## src/rtl/instr_cache_controller.sv

```systemverilog
// -----------------------------------------------------------------------------
// instr_cache_controller
//
// Control block for the direct-mapped instruction cache in the fetch stage.
// Decodes the fetch set index into a one-hot active-set vector, selects that
// set's miss flag as the fetch-stage miss, and gates the line-fill
// (replacement) enable when a fetch miss coincides with a branch in Execute,
// so that a wrong-path line is never filled after a misprediction.
//
// Ports:
//   clk_i                 in   1   core clock, rising-edge state updates
//   reset_i               in   1   synchronous active-high reset
//   set_i                 in   6   set index of current fetch address
//   miss_array_i          in  64   per-set miss flags (bit n = set n misses)
//   pc_src_reg_i          in   2   registered PC source; bit 1 = redirect taken
//   branch_op_e_i         in   2   Execute branch op; bit 0 = branch/jump present
//   active_array_o        out 64   one-hot set select
//   instr_miss_f_o        out  1   fetch miss = miss_array_i[set_i]
//   instr_cache_rep_en_o  out  1   replacement enable, 1 = fill permitted
// -----------------------------------------------------------------------------
module instr_cache_controller (
    input  logic        clk_i,
    input  logic        reset_i,
    input  logic [5:0]  set_i,
    input  logic [63:0] miss_array_i,
    input  logic [1:0]  pc_src_reg_i,
    input  logic [1:0]  branch_op_e_i,
    output logic [63:0] active_array_o,
    output logic        instr_miss_f_o,
    output logic        instr_cache_rep_en_o
);

    typedef enum logic {
        ST_IDLE        = 1'b0,
        ST_BRANCH_WAIT = 1'b1
    } state_t;

    state_t present_state;
    state_t next_state;

    logic branch_e;
    logic redirect_taken;
    logic branch_miss;

    // Only bit 0 of the branch op and bit 1 of the PC source carry meaning;
    // the other bits are folded here so they are visibly consumed.
    logic unused_bits;
    assign unused_bits = &{1'b0, pc_src_reg_i[0], branch_op_e_i[1]};

    assign branch_e       = branch_op_e_i[0];
    assign redirect_taken = pc_src_reg_i[1];

    // Set decode and miss select are independent of the FSM and of reset.
    assign active_array_o = 64'd1 << set_i;
    assign instr_miss_f_o = miss_array_i[set_i];

    assign branch_miss = branch_e & instr_miss_f_o;

    // State register
    always_ff @(posedge clk_i) begin
        if (reset_i) begin
            present_state <= ST_IDLE;
        end else begin
            present_state <= next_state;
        end
    end

    // Next state and replacement enable
    always_comb begin
        next_state           = ST_IDLE;
        instr_cache_rep_en_o = 1'b1;
        case (present_state)
            ST_IDLE: begin
                // A miss under an unresolved branch may be on the wrong path:
                // hold the fill off now and decide once the branch resolves.
                instr_cache_rep_en_o = ~branch_miss;
                next_state           = branch_miss ? ST_BRANCH_WAIT : ST_IDLE;
            end
            ST_BRANCH_WAIT: begin
                // Branch now resolved: fill only if no redirect was taken.
                // Always a single-cycle hold, even if a new branch-miss shows up.
                instr_cache_rep_en_o = ~redirect_taken;
                next_state           = ST_IDLE;
            end
            default: begin
                instr_cache_rep_en_o = 1'b1;
                next_state           = ST_IDLE;
            end
        endcase
    end

endmodule

```

## config.mk

```make
export PLATFORM = sky130hd
export DESIGN_NAME = instr_cache_controller
export DESIGN_NICKNAME = d
export VERILOG_FILES = /design/src/rtl/instr_cache_controller.sv
export SDC_FILE = /design/constraint.sdc
export NUM_CORES = 1
export LEC_CHECK = 0
export CORE_MARGIN = 4
export CORE_UTILIZATION = 27
export DETAILED_ROUTE_END_ITERATION = 8
export HOLD_SLACK_MARGIN = 0.15
export PLACE_DENSITY = 0.88
export SLEW_MARGIN = 0
export SYNTH_ARGS = -nofsm -noshare
export SYNTH_HDL_FRONTEND = slang
export SYNTH_SLANG_ARGS = --single-unit
```

## constraint.sdc

```tcl
create_clock -name clk_i -period 2.4 [get_ports clk_i]
set_clock_uncertainty 0.05 [all_clocks]
set_input_delay 0.48 -clock clk_i [delete_from_list [all_inputs] [get_ports clk_i]]
set_output_delay 0.48 -clock clk_i [all_outputs]
set_load 0.03 [all_outputs]
```

### Yosys cells after proc, flatten, opt, wreduce, memory -nomap -nowiden

Cells that the tools add are included.

* bits in registers: 1
* bits in latches: 0
* bits in writable memories: 0
* memory bits (read-only): 0
* memories: 0

* $add $sub $neg: 0
* multipliers: 0
* divide/modulo/power cells: 0
* order comparisons: 1
* equal/unequal tests: 0
* shifts and indexed selects: 1
* muxes and demuxes: 5
* bitwise operators: 4
* reduce and logical (&&, ||, !) cells: 0

Operator list (number)
* $shl A1 B6 Y64 const A: 1
* $lt A6 B7 Y1 const B: 1
* $bmux W1 S6: 1
* $pmux W1 S2: 2
* $not A1 Y1: 3
* $mux W1: 2
* $and A1 B1 Y1: 1

### Depth between registers and ports, before layout

* depth in word-level cells: 5
* gate-level depth with buffers: 7
* depth with buffers taken out: 5

### Least setup slack after synthesis

Ideal clock, no wire load.

* path type: input to output
* start point: input set_i[0]
* end point: output active_array_o[0]
* arrival time: 2.173 ns
* data required time: 1.870 ns
* path slack: -0.303 ns
* cell stages on the path: 6
* path buffers: 3
* cell sequence: buf_6 -> buf_4 -> buf_6 -> or2_1 -> or3_1 -> nor3_1

* longest elaborated chain between the ends: 1

RTL lines
* from (decl): line 24 `input logic [5:0] set_i,`
* $shl A1 B6 Y64: line 54 `assign active_array_o = 64'd1 << set_i;`
* to (decl): line 28 `output logic [63:0] active_array_o,`

Every way passes these cells.

### Worst setup path in the final report

* start point: input set_i[2]
* end point: output instr_cache_rep_en_o

* longest elaborated chain between the ends: 5

RTL lines
* $bmux W1 S6: line 55 `assign instr_miss_f_o = miss_array_i[set_i];`
* $mux W1 (implied by the code): line 55
* $and A1 B1 Y1: line 57 `assign branch_miss = branch_e & instr_miss_f_o;`
* $not A1 Y1: line 76 `instr_cache_rep_en_o = ~branch_miss;`
* $pmux W1 S2: line 72 `case (present_state)`
* to (decl): line 30 `output logic instr_cache_rep_en_o`

Every way passes these cells. The select of a mux whose other input is x is not followed.

==> impl_summary.md <==
Status
The run finished, with violations left. The checks that failed: negative setup slack.

Timing
At the pin with the least slew margin, the transition time is ~0.28 ns. In the final timing run, aggregate negative setup slack is -0.144 ns. Setup repair after global routing could not meet its margin everywhere. Setup violations remaining at the end of the flow were counted as 2. The normalized max-slew margin is 0.810. For this run, the top clock speed supported by timing is approximately 400 MHz. The post-layout worst setup margin is -0.109 ns. The final period utilization is 1.05. The smallest hold slack is 0.482 ns. The shortest clock period the worst path allows after layout is approximately 2.5 ns. The hold violation total from the final report is 0. The number of slew-limit violations in the final report was 0.

Yosys
Of the post-synthesis cell area, the dominant cell type holds 0.199. The multiplexer area fraction after synthesis is 0.317. By count the netlist is led by sky130_fd_sc_hd__nor2_1, sky130_fd_sc_hd__mux2i_1, sky130_fd_sc_hd__nand3_1, sky130_fd_sc_hd__nand2_1.

Yosys attributes the largest share of cell area to sky130_fd_sc_hd__nor2_1, sky130_fd_sc_hd__mux4_2, sky130_fd_sc_hd__mux2i_1. The mapped netlist covers approximately 1200 µm². After synthesis the netlist holds a flip-flop and latch count of 1.

The adder-cell area share of the yosys netlist is 0. Counting every instance in the synthesized netlist gives 170. The cell accounting for the most synthesized area is sky130_fd_sc_hd__nor2_1. The compound-cell area share of the yosys netlist is 0.0780.

The number of nets in the synthesized netlist is between 200 and 250. Counting distinct cell types in the post-synthesis netlist gives 39. The area share of xor/xnor cells in the synthesized design is 0.

In the post-synthesis netlist, the cell with the most instances is sky130_fd_sc_hd__nor2_1. The per-instance average area after synthesis is 6.89 µm². The share of async-settable or async-resettable flops after synthesis is 0. The number of synthesized flops with an enable pin is 0. The share of the Yosys chip area taken by registers is 0.0171. Of the total synthesized cell area, the portion taken by AND, OR, NAND and NOR gates is 0.478. The most common flop cell mapped by yosys is sky130_fd_sc_hd__dfxtp_1. The Yosys step of the flow raised 0 warnings. The combinational family with the most area after synthesis is simple AND/OR/NAND/NOR gates.

Critical path
For the worst flop-to-flop path, the logic depth is 2. The slowest stage of the critical path is the sky130_fd_sc_hd__o41a_1 cell. In this design, the stage delay of the slowest critical-path cell is 0.38 ns.

STA classifies the critical path startpoint as a primary input. Walking the worst path, the cells encountered are buf_2, buf_6, nand2b_4, nor3_1, nor2_1, a41o_2, o41a_1, buf_6. In this run the worst path has a maximum fanout of 5. Data on the critical path arrives at its endpoint at 1.98 ns.

The critical path class is primary input to output port. For flop-to-flop paths, the worst setup slack is 1.44 ns. The sort of element at the end of the critical path is an output port. Counting stages on the worst path, the most repeated cell is sky130_fd_sc_hd__buf_6.

Data on the critical path is required at its endpoint by around 1.9 ns.

Power and ir drop
The relative contribution of the clock network to total power is 0. The worst IR drop on VDD is 94.8 µV. The share of total power dissipated in combinational logic is 0.957. The fraction of power spent switching nets is 0.417.

The static power due to leakage is ~1.4 nW. The cell-internal power is between 0.2 and 0.3 mW. The net switching power figure is 0.183 mW. Overall power consumption after layout is estimated at ~0.44 mW. The power share of the sequential group is 0.043. The total power divided by cell area is 154 nW/µm².

Clock network
The clock slew at the register clock pins of the worst setup and hold paths is 0 ns. The latest clock arrival within the worst-skew pair is 0 ns.

GRT
The first-pass GRT wire length is slightly below 9000 µm. In the global route stage, overall resource usage came out at 0.202. For this run the aggregate overflow at the end of global routing stands at 0. Entering global routing, the biggest net connects 13 pins. The number of global-route vias before repair came to ~2000. The number of antenna violations at the first check in global routing is 0.

Floorplanning
From left edge to right edge, the die measures 73.9 µm. The area of the core region is 4090 µm². The effective utilization at floorplan is 0.287.

The y dimension of the die is 73.9 µm. The area of the die is roughly 5500 µm². The floorplan has 23 rows. For this design the top-level I/O count stands at 142.

Layout
The layout-stage area growth over the synthesis result is 143%. present_state holds more flip-flops than any other register. For this run, the post-layout net count is 421.

The fill cell instance count of the final layout is 350. The flip-flop count of the largest register after layout is 1. The number of cells in the finished layout apart from fillers is 393.

For this run, the share of the core covered by cells in the final layout is 0.698. The antenna cell count is 0. Of the cells placed in the final design, the portion with a size suffix greater than 1 is 0.475. The largest registers in the layout are present_state: 1 flops.

The cell area after layout is approximately 2900 µm².

Placed design
At the placement stage, the worst setup path has a slack of -0.744 ns. Detailed placement finished with a half-perimeter wire length of 4740 µm. The instance area at placement is 2640 µm². The final estimated routing congestion in global placement is 0.817. Including well taps, the total number of placed cells is 379. Buffers placed on the I/O ports in this run total 139.

Drt
After the first detailed-routing iteration, the DRC count stood at 85. Wires add up to 5820 µm. The total via count in the routed design is 1906.

The number of search-and-repair iterations in the first detailed-routing pass is 4. The routed wirelength normalized by instance count is 14.8 µm. The total DRC errors in the routed layout is 0. The average via count per standard cell is 4.85. The final antenna-violating net count is 0.

Flow run
The max-capacitance violation count is 0.

Worst hold path
The worst hold path passes through 2 cells. The worst hold-check path type is register to register.
-- worst max-delay path: cells and delay by family --
kind | cells | cell delay [ns]
buffers and inverters | 3 | 0.42
AND/OR/NAND/NOR | 3 | 0.39
AO/OA/AOI/OAI | 2 | 0.68
-- placed cells by master, fill, tap and decap left out, types with 2 or more instances in the layout --
| cell | instances |
|---|---|
| sky130_fd_sc_hd__buf_4 | 104 |
| sky130_fd_sc_hd__nor2_1 | 55 |
| sky130_fd_sc_hd__dlygate4sd2_1 | 41 |
| sky130_fd_sc_hd__clkdlybuf4s15_1 | 16 |
| sky130_fd_sc_hd__buf_6 | 13 |
| sky130_fd_sc_hd__mux2i_1 | 12 |
| sky130_fd_sc_hd__clkdlybuf4s50_1 | 11 |
| sky130_fd_sc_hd__nand2_1 | 10 |
| sky130_fd_sc_hd__mux4_2 | 10 |
| sky130_fd_sc_hd__nand3_1 | 8 |
| sky130_fd_sc_hd__nor2_2 | 6 |
| sky130_fd_sc_hd__nor2b_1 | 4 |
| sky130_fd_sc_hd__nand2b_1 | 3 |
| sky130_fd_sc_hd__or3_4 | 3 |
| sky130_fd_sc_hd__nor3_2 | 3 |
| sky130_fd_sc_hd__nor3_1 | 3 |
| sky130_fd_sc_hd__nand3_2 | 3 |
| sky130_fd_sc_hd__nor4_1 | 2 |
| sky130_fd_sc_hd__a31oi_1 | 2 |
| sky130_fd_sc_hd__nand3b_1 | 2 |
| sky130_fd_sc_hd__buf_12 | 2 |
| sky130_fd_sc_hd__buf_2 | 2 |
-- layout make-up --
| class | count | area (µm²) | share of cell area |
|---|---|---|---|
| Timing Repair Buffer | 191 | 1630 | 0.570 |
| Multi-Input combinational cell | 150 | 1140 | 0.399 |
| Tap cell | 50 | 62.6 | 0.0219 |
| Sequential cell | 1 | 20.0 | 0.00702 |
| Inverter | 1 | 3.75 | 0.00132 |
-- cell families after synthesis --
logic type	Yosys count
flip-flops	1
multiplexers	23
buffers and inverters	19
AND/OR/NAND/NOR	117
AO/OA/AOI/OAI	10
-- power by group through the flow --
| stage | sequential (mW) | combinational [mW] | clock (mW) |
|---|---|---|---|
| 2_1_floorplan | 0.0189 | 0.185 | 0 |
| 3_3_place_gp | 0.0191 | 0.377 | 0 |
| 4_1_cts | 0.0191 | 0.413 | 0 |
| 3_5_place_dp | 0.0191 | 0.384 | 0 |
| 5_1_grt | 0.0194 | 0.449 | 0 |
| 6_report | 0.0191 | 0.420 | 0 |
-- path summary, 6_finish.rpt --
check,start,to
worst min register to register,present_state,present_state
worst max-delay path,set_i[2],instr_cache_rep_en_o
worst max register to register,present_state,present_state
worst min-delay path,present_state,present_state
-- layer usage --
metal,vias to the layer above,GRT usage,share of wire
met5,-,0,0
li1,950,-,-
met4,0,0.0241,0.012
met3,6,0.0150,0.064
met2,82,0.420,0.56
met1,868,0.220,0.36
-- what timing repair did --
action                                 in CTS  in global routing
setup endpoints to repair                  67                 15
resized for setup                         138                  7
buffers inserted                           11                  1
hold buffers                                0                  0
cloned                                      2                  0
endpoints found under the hold margin       0                  0
pin swaps                                  23                  4
(Power assumes the default switching activity.)
